## src/rtl/iic_reg_arbiter.sv

```systemverilog
// Arbitrates one single-port memory between an IIC slave (absolute priority,
// zero latency) and a host port with a one-entry request buffer.
module iic_reg_arbiter #(
    parameter int AW = 8,
    parameter int DW = 8
) (
    input  logic          clk,
    input  logic          rst,
    input  logic [AW-1:0] iic_address,
    input  logic [DW-1:0] iic_writedata,
    input  logic          iic_write,
    input  logic          iic_read,
    output logic [DW-1:0] iic_readdata,
    input  logic          h_valid,
    input  logic          h_we,
    input  logic [AW-1:0] h_address,
    input  logic [DW-1:0] h_writedata,
    output logic          h_ready,
    output logic          h_rvalid,
    output logic [DW-1:0] h_readdata,
    output logic [AW-1:0] mem_address,
    output logic [DW-1:0] mem_writedata,
    output logic          mem_we,
    output logic          mem_re,
    input  logic [DW-1:0] mem_readdata,
    output logic [15:0]   conflict_cnt
);

    typedef enum logic {
        EMPTY = 1'b0,
        FULL  = 1'b1
    } buf_state_e;

    buf_state_e    state_q, state_d;
    logic          buf_we_q, buf_we_d;
    logic [AW-1:0] buf_addr_q, buf_addr_d;
    logic [DW-1:0] buf_wd_q, buf_wd_d;
    logic          rd_pend_q, rd_pend_d;
    logic          rd_src_q, rd_src_d;      // 1 = last read was the host's
    logic [DW-1:0] iic_rdata_q, iic_rdata_d;
    logic [DW-1:0] h_rdata_q, h_rdata_d;
    logic [15:0]   cnt_q, cnt_d;

    logic iic_act, accept, issue, iic_ret, h_ret;

    always_ff @(posedge clk) begin
        if (rst) begin
            state_q     <= EMPTY;
            rd_pend_q   <= 1'b0;
            rd_src_q    <= 1'b0;
            iic_rdata_q <= '0;
            h_rdata_q   <= '0;
            cnt_q       <= '0;
        end else begin
            state_q     <= state_d;
            rd_pend_q   <= rd_pend_d;
            rd_src_q    <= rd_src_d;
            iic_rdata_q <= iic_rdata_d;
            h_rdata_q   <= h_rdata_d;
            cnt_q       <= cnt_d;
        end
    end

    // NOTE: the buffer payload is only consumed while state_q == FULL, so it needs no reset.
    always_ff @(posedge clk) begin
        buf_we_q   <= buf_we_d;
        buf_addr_q <= buf_addr_d;
        buf_wd_q   <= buf_wd_d;
    end

    always_comb begin
        // NOTE: every combinational output gets a default first so no latch is inferred.
        state_d       = state_q;
        buf_we_d      = buf_we_q;
        buf_addr_d    = buf_addr_q;
        buf_wd_d      = buf_wd_q;
        rd_pend_d     = 1'b0;
        rd_src_d      = rd_src_q;
        cnt_d         = cnt_q;
        mem_address   = '0;
        mem_writedata = '0;
        mem_we        = 1'b0;
        mem_re        = 1'b0;

        iic_act = iic_write | iic_read;
        h_ready = ~rst & (state_q == EMPTY);
        accept  = h_valid & h_ready;
        issue   = (state_q == FULL) & ~iic_act & ~rst;

        // Read data returns one cycle after mem_re; steer it to its requester.
        iic_ret      = rd_pend_q & ~rd_src_q;
        h_ret        = rd_pend_q & rd_src_q;
        iic_readdata = iic_ret ? mem_readdata : iic_rdata_q;
        h_readdata   = h_ret ? mem_readdata : h_rdata_q;
        h_rvalid     = h_ret;
        iic_rdata_d  = iic_readdata;
        h_rdata_d    = h_readdata;

        if (iic_write) begin
            mem_we        = 1'b1;
            mem_address   = iic_address;
            mem_writedata = iic_writedata;
        end else if (iic_read) begin
            mem_re      = 1'b1;
            mem_address = iic_address;
            rd_pend_d   = 1'b1;
            rd_src_d    = 1'b0;
        end else if (issue) begin
            mem_we        = buf_we_q;
            mem_re        = ~buf_we_q;
            mem_address   = buf_addr_q;
            mem_writedata = buf_we_q ? buf_wd_q : '0;
            rd_pend_d     = ~buf_we_q;
            rd_src_d      = ~buf_we_q ? 1'b1 : rd_src_q;
            state_d       = EMPTY;
        end

        if ((state_q == FULL) && iic_act && (cnt_q != 16'hFFFF))
            cnt_d = cnt_q + 16'd1;

        if (accept) begin
            state_d    = FULL;
            buf_we_d   = h_we;
            buf_addr_d = h_address;
            buf_wd_d   = h_writedata;
        end

        conflict_cnt = cnt_q;
    end

endmodule

```

## config.mk

```make
export PLATFORM = sky130hd
export DESIGN_NAME = iic_reg_arbiter
export DESIGN_NICKNAME = d
export VERILOG_FILES = /design/src/rtl/iic_reg_arbiter.sv
export SDC_FILE = /design/constraint.sdc
export NUM_CORES = 1
export LEC_CHECK = 0
export CORE_MARGIN = 1
export CORE_UTILIZATION = 29
export DETAILED_ROUTE_END_ITERATION = 10
export DONT_BUFFER_PORTS = 1
export PLACE_DENSITY = 0.49
export SETUP_SLACK_MARGIN = 0.15
export SLEW_MARGIN = 20
export SYNTH_ARGS = -nofsm -noshare
export SYNTH_HDL_FRONTEND = slang
export SYNTH_SLANG_ARGS = --single-unit
```

## constraint.sdc

```tcl
create_clock -name clk -period 3.3 [get_ports clk]
set_clock_uncertainty 0.2 [all_clocks]
set_input_delay 0.33 -clock clk [delete_from_list [all_inputs] [get_ports clk]]
set_output_delay 0.33 -clock clk [all_outputs]
set_load 0.02 [all_outputs]
```

; ---- Yosys cells after proc, flatten, opt, wreduce, memory -nomap -nowiden
; Cells that the tools add are included.
[op_classes]
bitwise_logic = 13
n_mux = 22
reduce_logical = 6
n_addsub = 1
eq_ne = 4
[ops]
columns = cell, n
row1 = 8-bit 2-to-1 mux, 9
row2 = "16-bit by 1-bit adder with 16-bit output, second input constant", 1
row3 = "16-bit inequality test, second input constant", 1
row4 = 1-bit 2-to-1 mux, 13
row5 = 1-bit AND, 6
row6 = 1-bit NOT, 6
row7 = 3-bit AND reduction, 2
row8 = "2-bit by 1-bit inequality test with 1-bit output, second input constant", 2
row9 = 2-bit nonzero test, 2
row10 = 1-bit logical AND, 2
row11 = "2-bit inequality test, second input constant", 1
row12 = 1-bit OR, 1
[totals]
wordCells = 55
output_inout_bits = 52
input_bits = 46
regBits = 52

; ---- Longest topological paths before layout
; Gate-level depths: netlist (run 1).
[depth]
depth_word = 8
ltp_mapped = 7
mapped_depth_nobuf = 5

; ---- Least setup slack after synthesis (run 1)
; No wires, ideal clock.
[synth_timing]
path_type = reg-to-reg
start = register cnt_q[0], in the netlist conflict_cnt[0]
end = register cnt_q[1], in the netlist conflict_cnt[1]
required_time_ns = 2.985
slack_ns = 1.020
period_less_slack_ns = 2.280
setup_time_ns = 0.115
stages_incl_launch_ff = 8
path_buffers = 2
arrival_ns = 1.965
cell_sequence = dfxtp_1 > ha_1 > nand4_1 > nor4_1 > clkbuf_1 > clkbuf_1 > nor3b_1 > o21a_1
[synth_via]
elab_chain_cells = 2
[synth_rtl]
columns = element, line
row1 = start: declaration, 42  ; logic [15:0] cnt_q, cnt_d;
row2 = start signal: assignment, 60  ; cnt_q <= cnt_d;
row3 = "parallel branches: the longest is 2 deep, another holds 16-bit by 1-bit adder with 16-bit output", -
; Several ways; the timed one is not identified.
; A chain may end at the register's enable or synchronous reset.

; ---- Worst setup path in the final report (run 1)
[layout_timing]
start = register cnt_q[2], in the netlist conflict_cnt[2]
end = register cnt_q[15], in the netlist conflict_cnt[15]
; The elaborated chain is that of the path after synthesis.

==> impl_metrics.prom, run 1 <==
# TYPE chip_impl_metric gauge
chip_impl_info{name="rsz_0062_raised_after_global_routing",value="no"} 1
chip_impl_metric{name="power.sequential.fraction",unit="%"} 57.7
chip_impl_metric{name="filler_free_cell_count_of_the_finished_design",unit=""} 326
chip_impl_info{name="reg2reg_from",value="conflict_cnt[2]$_SDFFE_PP0P_"} 1
chip_impl_info{name="startpoint_class",value="flop"} 1
chip_impl_metric{name="detailedRoute.firstPassIterationCount",unit=""} 4
chip_impl_metric{name="flow.area_growth_from_synthesis",unit="%"} 18.0
chip_impl_metric{name="yosys.area.top_type_share",unit="%"} 31.2
chip_impl_metric{name="grt_overflow",unit=""} 0
chip_impl_metric{name="detail_route.iter0.violations",unit=""} 40
chip_impl_metric{name="floorplan.io_pins",unit=""} 98
chip_impl_metric{name="avgSynthCellArea",unit="um^2"} 10.9
chip_impl_info{name="tritoncts_clock_tree",value="done"} 1
chip_impl_metric{name="max_clock_freq",unit="GHz"} 0.416
chip_impl_info{name="synth_top_family_by_area",value="simple AND/OR/NAND/NOR gates"} 1
chip_impl_metric{name="timing_hold_violations_final",unit=""} 0
chip_impl_metric{name="grt_antenna_before_repair",unit=""} 0
chip_impl_metric{name="tightest_slew",unit="ps"} 771
chip_impl_metric{name="clkPwrFrac",unit="%"} 33.2
chip_impl_info{name="hold_path_class",value="input pin to flop"} 1
chip_impl_metric{name="timing.hold.worst_path_depth",unit=""} 2
chip_impl_metric{name="via_count",unit=""} 1671
chip_impl_metric{name="synth.cell_area",unit="um^2"} 2250
chip_impl_metric{name="finalSetupTns",unit="ps"} 0
chip_impl_metric{name="worst-endpoint-arrival",unit="ps"} 2400
chip_impl_metric{name="viasPerCell",unit=""} 5.13
chip_impl_metric{name="cts_max_level",unit=""} 2
chip_impl_metric{name="synth-simple-area-share",unit="%"} 19.5
chip_impl_metric{name="postRouteAntennaNets",unit=""} 0
chip_impl_metric{name="dp_hpwl",unit="um"} 3500
chip_impl_metric{name="gp_congestion",unit=""} 0.749
chip_impl_metric{name="effective_utilization_at_floorplan",unit="%"} 30.5
chip_impl_metric{name="timing.slew.headroom",unit="%"} 48.6
chip_impl_metric{name="globalRouteTotalUtil",unit="%"} 13.1
chip_impl_metric{name="synth_sequential_area_ratio",unit="%"} 53.9
chip_impl_metric{name="critical_path.max_fanout",unit=""} 9
chip_impl_metric{name="floorplan.die.width",unit="um"} 90.1
chip_impl_metric{name="core-area",unit="um^2"} 7370
chip_impl_metric{name="period_needed",unit="ps"} 2400
chip_impl_metric{name="edff_count_synth",unit=""} 17
chip_impl_info{name="hold_path_start",value="rst"} 1
chip_impl_metric{name="io_buffer_count",unit=""} 0
chip_impl_info{name="yosysMostFrequentCell",value="dfxtp_1"} 1
chip_impl_info{name="synth_top_cells_by_count",value="dfxtp_1, mux2_2, and2_1"} 1
chip_impl_metric{name="place_inst",unit=""} 300
chip_impl_metric{name="yosysUniqueCellTypes",unit=""} 33
chip_impl_metric{name="yosysWarningCount",unit=""} 0
chip_impl_metric{name="syn-instance-count",unit=""} 207
chip_impl_metric{name="adder_cell_share_of_the_synthesized_area",unit="%"} 0.556
chip_impl_metric{name="post_drt_wl_per_cell",unit="um"} 15.5
chip_impl_metric{name="total_switching_power",unit="W"} 0.000279
chip_impl_info{name="hold_end",value="conflict_cnt[5]$_SDFFE_PP0P_"} 1
chip_impl_metric{name="tritoncts.num_buffers",unit=""} 5
chip_impl_metric{name="grt_start_max_net_pins",unit=""} 20
chip_impl_metric{name="postRouteWirelength",unit="um"} 5050
chip_impl_metric{name="synth_compound_area_share",unit="%"} 13.7
chip_impl_info{name="run_status",value="finished clean"} 1
chip_impl_metric{name="cell_internal_pwr",unit="W"} 0.000914
chip_impl_metric{name="die-height",unit="um"} 90.1
chip_impl_metric{name="synth_xor_area_share",unit="%"} 0
chip_impl_metric{name="n_antenna_cell",unit=""} 0
chip_impl_metric{name="power_leakage",unit="nW"} 0.934
chip_impl_metric{name="power_dens_cells",unit="nW/um^2"} 449
chip_impl_info{name="cells_taking_the_most_area_after_synthesis",value="dfxtp_1, edfxtp_1, mux2_2, a22o_1, and2_1"} 1
chip_impl_info{name="root_buffer",value="clkbuf_8"} 1
chip_impl_metric{name="design_power_total",unit="W"} 0.00119
chip_impl_metric{name="grt_first_pass_wirelength",unit="um"} 8290
chip_impl_metric{name="drc",unit=""} 0
chip_impl_info{name="path_class",value="flop to flop"} 1
chip_impl_metric{name="timing_max_transition_violations_final",unit=""} 0
chip_impl_info{name="synth-main-ff-cell",value="dfxtp_1"} 1
chip_impl_metric{name="clock_insertion_delay_worst_skew",unit="ps"} 300
chip_impl_metric{name="clkSlewWorstSetupHoldPaths",unit="ps"} 90
chip_impl_metric{name="die_area",unit="um^2"} 8110
chip_impl_metric{name="first_global_vias",unit=""} 1628
chip_impl_metric{name="post_synthesis_register_bit_count",unit=""} 52
chip_impl_info{name="synth_area_leader_cell",value="dfxtp_1"} 1
chip_impl_metric{name="final.fill_count",unit=""} 756
chip_impl_metric{name="clock_sink_count",unit=""} 52
chip_impl_metric{name="final.setup.worst_slack",unit="ps"} 897
chip_impl_metric{name="post_cts_resized",unit=""} 0
chip_impl_metric{name="post_synth_mux_area_share",unit="%"} 9.52
chip_impl_metric{name="reg2reg_depth",unit=""} 4
chip_impl_metric{name="finalSetupViolCount",unit=""} 0
chip_impl_metric{name="cap_violations",unit=""} 0
chip_impl_metric{name="design.final.nets",unit=""} 273
chip_impl_metric{name="netSwitchingFraction",unit="%"} 23.4
chip_impl_metric{name="synth_nets",unit=""} 254
chip_impl_metric{name="p_comb_share",unit="%"} 9.1
chip_impl_info{name="rr_endpoint",value="conflict_cnt[15]$_SDFFE_PP0P_"} 1
chip_impl_metric{name="std_cell_rows",unit=""} 31
chip_impl_metric{name="drive_above_1_share",unit="%"} 15.0
chip_impl_metric{name="async_reset_ff_share",unit="%"} 0
chip_impl_metric{name="irDropWorstVdd",unit="uV"} 165
chip_impl_metric{name="dp_slack",unit="ps"} 888
chip_impl_metric{name="reg2reg_setup_slack",unit="ps"} 900
chip_impl_info{name="endpoint_kind",value="flop"} 1
chip_impl_metric{name="critical_path_required",unit="ps"} 3300
chip_impl_metric{name="timing.final.crit_share",unit="%"} 72.8
chip_impl_metric{name="clk_path_buf_depth",unit=""} 2
per-stage QoR:
step	hold WS (ps)	area (um^2)	util, %
6_report	46.9	2650	36.0
5_1_grt	37.9	2650	36.0
4_1_cts	38.2	2650	36.0
3_5_place_dp	204	2370	32.2
3_3_place_gp	204	2370	32.2
2_1_floorplan	229	2250	-
registers in the layout (all words and copies together) (netlist names):
name and count:
buf_we_q 1, h_rdata_q 8, rd_src_q 1, rd_pend_q 1
buf_wd_q 8, buf_addr_q 8, iic_rdata_q 8, conflict_cnt 16
state_q 1
cell type report:
| cell class | instances | area (um^2) | share of cell area, % |
|---|---|---|---|
| flip-flops and latches | 52 | 1210 | 45.6 |
| multi-input cells | 138 | 978 | 36.9 |
| repair buffers | 23 | 218 | 8.20 |
| well taps | 99 | 124 | 4.67 |
| clock buffers | 8 | 100 | 3.77 |
| inverters | 6 | 22.5 | 0.849 |
how the worst max path moves through the flow:
stage	from	endpoint	depth (start not counted)
after global routing	conflict_cnt[2]$_SDFFE_PP0P_	conflict_cnt[15]$_SDFFE_PP0P_	4
final	conflict_cnt[2]$_SDFFE_PP0P_	conflict_cnt[15]$_SDFFE_PP0P_	4
after CTS	conflict_cnt[2]$_SDFFE_PP0P_	conflict_cnt[15]$_SDFFE_PP0P_	4
after detailed placement	conflict_cnt[1]$_SDFFE_PP0P_	conflict_cnt[14]$_SDFFE_PP0P_	5
after global placement	conflict_cnt[2]$_SDFFE_PP0P_	conflict_cnt[15]$_SDFFE_PP0P_	4
after floorplan	conflict_cnt[0]$_SDFFE_PP0P_	conflict_cnt[1]$_SDFFE_PP0P_	7
placed cells by master, fill, tap and decap left out, types with 7 or more instances in the layout:
master         instances
or4_1                  7
nor2_1                 9
mux2_2                19
edfxtp_1              17
and2_1                18
a21oi_1               10
a22o_1                16
dlygate4sd3_1         18
clkbuf_8               7
dfxtp_1               35
what timing repair did:
action | 4_1_cts | 5_1_grt
setup buffers | 0 | 0
hold buffers | 18 | 0
endpoints found under the hold margin | 31 | 0
power groups by stage:
stage,Clock (W),Combinational [W],Sequential (W)
3_5_place_dp,0,0.0000897,0.000703
5_1_grt,0.000439,0.000118,0.000691
6_report,0.000396,0.000108,0.000688
2_1_floorplan,0,0.0000821,0.000701
3_3_place_gp,0,0.0000899,0.000703
4_1_cts,0.000416,0.000110,0.000688
critical path, cell delays in order (launching register included):
cell and delay [ps]:
dfxtp_1 550, nand3_1 140, or4_1 720, nor4b_1 320, mux2_2 370
cell families after synthesis:
family,after synthesis
muxes,19
AOI/OAI and AO/OA,43
adders and majority gates,1
and+or+nand+nor,75
DFF,52
buffers and inverters,17
per-layer routing:
layer / GRT usage [%] / part of all wire (%) / vias to the layer above
li1: - / - / 811
met5: 0 / 0 / -
met4: 4.84 / 1.4 / 0
met2: 21.6 / 48 / 54
met1: 14.7 / 44 / 801
met3: 6.01 / 7.1 / 5
Note: power is estimated with default switching activity, not from simulation.
==> run 2, diff against run 1 <==
- clock period: 3.3 -> 2.3 ns (I/O delays scaled with it)
==> impl_metrics.prom, run 2 (synthesis results as in run 1) <==
# TYPE chip_impl_metric gauge
chip_impl_metric{name="detailedRoute.firstPassIterationCount",unit=""} 4
chip_impl_metric{name="postRouteAntennaNets",unit=""} 0
chip_impl_metric{name="detail_route.iter0.violations",unit=""} 24
chip_impl_info{name="cpMaxStageDelayCell",value="dfxtp_2"} 1
chip_impl_metric{name="reg2reg_depth",unit=""} 7
chip_impl_metric{name="core-area",unit="um^2"} 7370
chip_impl_metric{name="finalSetupTns",unit="ps"} 0
chip_impl_metric{name="worst-endpoint-arrival",unit="ps"} 2100
chip_impl_metric{name="flow.area_growth_from_synthesis",unit="%"} 26.9
chip_impl_metric{name="die-height",unit="um"} 90.1
chip_impl_info{name="final_common_cell",value="dfxtp_1"} 1
chip_impl_metric{name="reg2reg_setup_slack",unit="ps"} 200
chip_impl_metric{name="drive_above_1_share",unit="%"} 24.3
chip_impl_info{name="run_status",value="finished clean"} 1
chip_impl_metric{name="clock_sink_count",unit=""} 52
chip_impl_metric{name="via_count",unit=""} 1725
chip_impl_metric{name="power_leakage",unit="nW"} 1.07
chip_impl_metric{name="timing_hold_violations_final",unit=""} 0
chip_impl_metric{name="max_clock_freq",unit="GHz"} 0.475
chip_impl_info{name="critical_path.cell_chain",value="ha_1 > nand4_1 > buf_4 > nor4_4 > buf_4 > nor4b_1 > mux2_2"} 1
chip_impl_metric{name="first_global_vias",unit=""} 1674
chip_impl_info{name="path_delay_family",value="simple AND/OR/NAND/NOR gates"} 1
chip_impl_metric{name="finalInstanceArea",unit="um^2"} 2850
chip_impl_metric{name="grt_first_pass_wirelength",unit="um"} 8470
chip_impl_metric{name="io_buffer_count",unit=""} 0
chip_impl_metric{name="clkSlewWorstSetupHoldPaths",unit="ps"} 100
chip_impl_metric{name="grt_start_max_net_pins",unit=""} 22
chip_impl_metric{name="grt_antenna_before_repair",unit=""} 0
chip_impl_metric{name="design.final.nets",unit=""} 293
chip_impl_metric{name="crit_cells",unit=""} 7
chip_impl_metric{name="effective_utilization_at_floorplan",unit="%"} 30.5
chip_impl_metric{name="post_drt_wl_per_cell",unit="um"} 15.4
chip_impl_metric{name="grt_overflow",unit=""} 0
chip_impl_metric{name="die_area",unit="um^2"} 8110
chip_impl_info{name="path_class",value="flop to flop"} 1
chip_impl_metric{name="path_buf_inv",unit=""} 2
chip_impl_info{name="startpoint_class",value="flop"} 1
chip_impl_metric{name="n_antenna_cell",unit=""} 0
chip_impl_metric{name="period_needed",unit="ps"} 2100
chip_impl_metric{name="gp_congestion",unit=""} 0.726
chip_impl_metric{name="place_inst",unit=""} 316
chip_impl_metric{name="timing.slew.headroom",unit="%"} 44.8
chip_impl_metric{name="final.fill_count",unit=""} 747
chip_impl_metric{name="placedInstanceArea",unit="um^2"} 2500
chip_impl_metric{name="critical_path.max_fanout",unit=""} 9
chip_impl_metric{name="critical_path_required",unit="ps"} 2300
chip_impl_metric{name="viasPerCell",unit=""} 4.99
chip_impl_metric{name="irDropWorstVdd",unit="uV"} 254
chip_impl_metric{name="power_dens_cells",unit="nW/um^2"} 636
chip_impl_metric{name="globalRouteTotalUtil",unit="%"} 13.1
chip_impl_metric{name="timing_max_transition_violations_final",unit=""} 0
chip_impl_metric{name="finalSetupViolCount",unit=""} 0
chip_impl_info{name="endpoint_kind",value="flop"} 1
chip_impl_metric{name="timing.final.crit_share",unit="%"} 91.4
chip_impl_info{name="crit_top_cell",value="buf_4"} 1
chip_impl_metric{name="filler_free_cell_count_of_the_finished_design",unit=""} 346
chip_impl_metric{name="dp_hpwl",unit="um"} 3680
chip_impl_metric{name="clk_path_buf_depth",unit=""} 2
chip_impl_info{name="hold_path_class",value="input pin to flop"} 1
chip_impl_metric{name="clock_insertion_delay_worst_skew",unit="ps"} 300
chip_impl_metric{name="timing.hold.worst_path_depth",unit=""} 4
chip_impl_metric{name="tritoncts.num_buffers",unit=""} 5
chip_impl_metric{name="cpPeakStageDelay",unit="ps"} 360
chip_impl_metric{name="postRouteWirelength",unit="um"} 5330
chip_impl_info{name="root_buffer",value="clkbuf_8"} 1
chip_impl_metric{name="cts_max_level",unit=""} 2
chip_impl_metric{name="std_cell_rows",unit=""} 31
chip_impl_metric{name="largest_register_ffs",unit=""} 16
chip_impl_info{name="rsz_0062_raised_after_global_routing",value="yes"} 1
chip_impl_metric{name="floorplan.die.width",unit="um"} 90.1
chip_impl_metric{name="drc",unit=""} 0
chip_impl_metric{name="floorplan.io_pins",unit=""} 98
chip_impl_metric{name="cap_violations",unit=""} 0
chip_impl_metric{name="design_power_total",unit="W"} 0.00181
chip_impl_info{name="tritoncts_clock_tree",value="done"} 1
chip_impl_info{name="most-common-layout-cells",value="dfxtp_1, buf_4, dlygate4sd3_1"} 1
chip_impl_metric{name="fin_hold_ws",unit="ps"} 66.3
chip_impl_metric{name="tightest_slew",unit="ps"} 825
==> run 2: cell types whose count changed in the layout (fill, tap and decap cells not counted), moves of 2 or more <==
cell           previous run  this run
dfxtp_1                  35        30
buf_4                     5        22
dlygate4sd3_1            18        20
dfxtp_2                   0         5
==> run 2: metal layers <==
metal  vias to the layer above  share of wire [%]  GRT usage, %
met2                        50                 50          22.5
met3                         6                5.8          4.06
met4                         0                1.1          4.17
met5                         -                  0             0
met1                       823                 44          15.6
li1                        846                  -             -
==> run 2: worst paths after layout <==
path / from / to
worst max-delay path: conflict_cnt[0]$_SDFFE_PP0P_ / conflict_cnt[15]$_SDFFE_PP0P_
worst max register to register: conflict_cnt[0]$_SDFFE_PP0P_ / conflict_cnt[15]$_SDFFE_PP0P_
worst min-delay path: iic_write / rd_src_q$_SDFFE_PP0P_
worst min register to register: rd_src_q$_SDFFE_PP0P_ / rd_src_q$_SDFFE_PP0P_
==> run 2: stage by stage <==
step | setup WS [ps] | utilization (%)
2_1_floorplan | 202 | -
3_3_place_gp | 188 | 33.9
3_5_place_dp | 160 | 33.9
4_1_cts | 168 | 38.3
5_1_grt | 90.6 | 38.7
6_report | 197 | 38.7
==> run 2: tightest hold or removal path: stages <==
cell and delay, ps:
nand2b_1 120, nor2_1 50, nor2_1 80, nor3_1 50
==> run 2: layout make-up <==
| class | instances | area, um^2 | area share (%) |
|---|---|---|---|
| Sequential cell | 52 | 1220 | 42.7 |
| Multi-Input combinational cell | 138 | 997 | 35.0 |
| Timing Repair Buffer | 43 | 370 | 13.0 |
| Tap cell | 99 | 124 | 4.34 |
| Clock buffer | 6 | 82.6 | 2.89 |
| Clock inverter | 2 | 38.8 | 1.36 |
| Inverter | 6 | 22.5 | 0.789 |
==> run 2: power breakdown <==
group          total, W  internal, W  leakage, nW  switching, W
Clock          0.000656     0.000356       0.0614      0.000300
Sequential     0.000984     0.000974        0.443    0.00000940
Combinational  0.000173    0.0000709        0.563      0.000102
==> run 2: timing repair <==
item / CTS / global route
hold buffers: 20 / 0
endpoints found under the hold margin: 34 / 0
pin swaps: 1 / 0
resized for setup: 1 / 3
endpoints found under the setup margin: 2 / 1
buffers inserted: 0 / 1
cloned: 0 / 1
==> run 3, diff against run 2 <==
--- a/constraint.sdc
+++ b/constraint.sdc
@@ -4,2 +4,2 @@
 set_output_delay 0.23 -clock clk [all_outputs]
-set_load 0.02 [all_outputs]
+set_load 0.005 [all_outputs]
==> impl_metrics.prom, run 3 (synthesis results as in run 1) <==
# TYPE chip_impl_metric gauge
chip_impl_metric{name="io_buffer_count",unit=""} 0
chip_impl_metric{name="timing_hold_violations_final",unit=""} 0
chip_impl_metric{name="clkSlewWorstSetupHoldPaths",unit="ps"} 90
chip_impl_info{name="hold_path_class",value="input pin to flop"} 1
chip_impl_metric{name="via_count",unit=""} 1704
chip_impl_metric{name="viasPerCell",unit=""} 5.00
chip_impl_metric{name="dp_hpwl",unit="um"} 3590
chip_impl_metric{name="sequential_cell_area",unit="um^2"} 1210
chip_impl_metric{name="cap_violations",unit=""} 0
chip_impl_metric{name="max_clock_freq",unit="GHz"} 0.492
chip_impl_info{name="hold_end",value="iic_rdata_q[2]$_SDFF_PP0_"} 1
chip_impl_metric{name="effective_utilization_at_floorplan",unit="%"} 30.5
chip_impl_info{name="crit_top_cell",value="or3_1"} 1
chip_impl_metric{name="grt_start_max_net_pins",unit=""} 22
chip_impl_info{name="rr_endpoint",value="conflict_cnt[8]$_SDFFE_PP0P_"} 1
chip_impl_metric{name="filler_free_cell_count_of_the_finished_design",unit=""} 341
chip_impl_metric{name="std_cell_rows",unit=""} 31
chip_impl_info{name="most-common-layout-cells",value="dfxtp_1, dlygate4sd3_1, mux2_2"} 1
chip_impl_metric{name="largest_register_ffs",unit=""} 16
chip_impl_info{name="critical_path.cell_chain",value="ha_2 > nand4_1 > buf_4 > or3_1 > or3_1 > a21oi_1"} 1
chip_impl_metric{name="flow.area_growth_from_synthesis",unit="%"} 23.9
chip_impl_metric{name="power_dens_cells",unit="nW/um^2"} 580
chip_impl_metric{name="irDropWorstVdd",unit="uV"} 209
chip_impl_info{name="cpMaxStageDelayCell",value="or3_1"} 1
chip_impl_metric{name="reg2reg_depth",unit=""} 6
chip_impl_metric{name="critical_path_required",unit="ps"} 2330
chip_impl_metric{name="timing.hold.worst_path_depth",unit=""} 2
chip_impl_metric{name="netSwitchingFraction",unit="%"} 22.3
chip_impl_info{name="final_common_cell",value="dfxtp_1"} 1
chip_impl_info{name="rsz_0062_raised_after_global_routing",value="no"} 1
chip_impl_metric{name="design.final.nets",unit=""} 288
chip_impl_metric{name="drive_above_1_share",unit="%"} 20.7
chip_impl_metric{name="reg2reg_setup_slack",unit="ps"} 270
chip_impl_metric{name="timing.slew.headroom",unit="%"} 47.3
chip_impl_info{name="run_status",value="finished clean"} 1
chip_impl_metric{name="worst-endpoint-arrival",unit="ps"} 2060
chip_impl_info{name="startpoint_class",value="flop"} 1
chip_impl_metric{name="postRouteAntennaNets",unit=""} 0
chip_impl_info{name="root_buffer",value="clkbuf_8"} 1
chip_impl_metric{name="cpPeakStageDelay",unit="ps"} 430
chip_impl_metric{name="first_global_vias",unit=""} 1696
chip_impl_metric{name="globalRouteTotalUtil",unit="%"} 12.8
chip_impl_metric{name="postRouteWirelength",unit="um"} 5060
chip_impl_metric{name="cts_max_level",unit=""} 2
chip_impl_metric{name="multi_input_comb_area",unit="um^2"} 1000
chip_impl_metric{name="n_antenna_cell",unit=""} 0
chip_impl_metric{name="tritoncts.num_buffers",unit=""} 5
chip_impl_metric{name="die-height",unit="um"} 90.1
chip_impl_metric{name="grt_first_pass_wirelength",unit="um"} 8250
chip_impl_metric{name="place_inst",unit=""} 311
chip_impl_metric{name="gp_congestion",unit=""} 0.689
chip_impl_info{name="endpoint_kind",value="flop"} 1
chip_impl_metric{name="post_drt_wl_per_cell",unit="um"} 14.8
chip_impl_info{name="path_class",value="flop to flop"} 1
chip_impl_info{name="hold_path_start",value="mem_readdata[2]"} 1
chip_impl_metric{name="timing_max_transition_violations_final",unit=""} 0
chip_impl_metric{name="tightest_slew",unit="ps"} 788
chip_impl_metric{name="detailedRoute.firstPassIterationCount",unit=""} 4
chip_impl_metric{name="period_needed",unit="ps"} 2030
chip_impl_metric{name="final_core_util",unit="%"} 37.8
chip_impl_metric{name="clock_insertion_delay_worst_skew",unit="ps"} 300
chip_impl_metric{name="floorplan.die.width",unit="um"} 90.1
chip_impl_metric{name="floorplan.io_pins",unit=""} 98
chip_impl_info{name="tritoncts_clock_tree",value="done"} 1
chip_impl_metric{name="cell_internal_pwr",unit="W"} 0.00126
chip_impl_metric{name="critical_path.max_fanout",unit=""} 4
chip_impl_metric{name="die_area",unit="um^2"} 8110
chip_impl_metric{name="clkPwrFrac",unit="%"} 31.0
chip_impl_info{name="reg2reg_from",value="conflict_cnt[1]$_SDFFE_PP0P_"} 1
chip_impl_metric{name="p_comb_share",unit="%"} 8.2
chip_impl_metric{name="grt_overflow",unit=""} 0
chip_impl_metric{name="finalSetupTns",unit="ps"} 0
chip_impl_metric{name="detail_route.iter0.violations",unit=""} 48
chip_impl_metric{name="clk_path_buf_depth",unit=""} 2
chip_impl_metric{name="grt_antenna_before_repair",unit=""} 0
chip_impl_metric{name="final.fill_count",unit=""} 736
chip_impl_metric{name="power_leakage",unit="nW"} 1.01
chip_impl_metric{name="drc",unit=""} 0
chip_impl_metric{name="finalSetupViolCount",unit=""} 0
chip_impl_metric{name="timing.final.crit_share",unit="%"} 88.4
chip_impl_info{name="crit_start",value="conflict_cnt[1]$_SDFFE_PP0P_"} 1
chip_impl_metric{name="core-area",unit="um^2"} 7370
chip_impl_metric{name="clock_sink_count",unit=""} 52
chip_impl_metric{name="power.sequential.fraction",unit="%"} 60.9
chip_impl_metric{name="total_switching_power",unit="W"} 0.000360
## run 3: worst max path at each step
stage / end / slack, ps
finish: conflict_cnt[8]$_SDFFE_PP0P_ / 270
global route: conflict_cnt[10]$_SDFFE_PP0P_ / 150
CTS: conflict_cnt[1]$_SDFFE_PP0P_ / 170
detailed placement: conflict_cnt[14]$_SDFFE_PP0P_ / 120
global placement: conflict_cnt[14]$_SDFFE_PP0P_ / 180
floorplan: conflict_cnt[1]$_SDFFE_PP0P_ / 160
## run 3: final cells by class
type,count,area share (%)
clock buffer,6,2.61
clock inverter,2,0.404
inverter,6,0.809
multi-input combinational,138,36.1
sequential,52,43.5
tap,99,4.45
timing repair buffer,38,12.1
## run 3: per-stage QoR
step           power [W]  cell area [um^2]  setup slack (ps)  hold WS, ps
6_report         0.00161              2790               268         13.0
5_1_grt          0.00170              2790               155        0.375
4_1_cts          0.00165              2750               169         2.10
3_5_place_dp     0.00110              2460               116          103
3_3_place_gp     0.00110              2460               179          103
2_1_floorplan    0.00108              2250               157          129
## run 3: repair_timing
item | CTS | global route
hold buffers | 20 | 1
hold endpoints to repair | 34 | 1
resized for setup | 1 | 6
setup endpoints to repair | 2 | 13
pin swaps | 1 | 0
gates cloned | 0 | 0
buffers inserted | 1 | 0
## run 3: metal layers
metal	vias up	routed length, um	track usage (%)	share of wire [%]
li1	846	-	-	-
met1	801	2180	14.7	43
met2	52	2480	21.9	49
met3	5	348	4.74	6.9
met4	0	55	4.44	1.1
met5	-	0	0	0
## run 3: critical path, delay by kind of cell, from the launching register on
family	cells	cell delay [ps]
flip-flops	1	380
buffers and inverters	1	180
adder cells (fa/ha/maj)	1	210
AND/OR/NAND/NOR	3	870
AO/OA/AOI/OAI	1	130
## run 3: power by group through the flow
stage / clock (W) / sequential, W / combinational, W
after floorplan: 0 / 0.00100 / 0.0000806
after global placement: 0 / 0.00100 / 0.0000996
after detailed placement: 0 / 0.00100 / 0.0000994
after CTS: 0.000533 / 0.000983 / 0.000133
after global routing: 0.000567 / 0.000987 / 0.000144
final: 0.000500 / 0.000983 / 0.000132
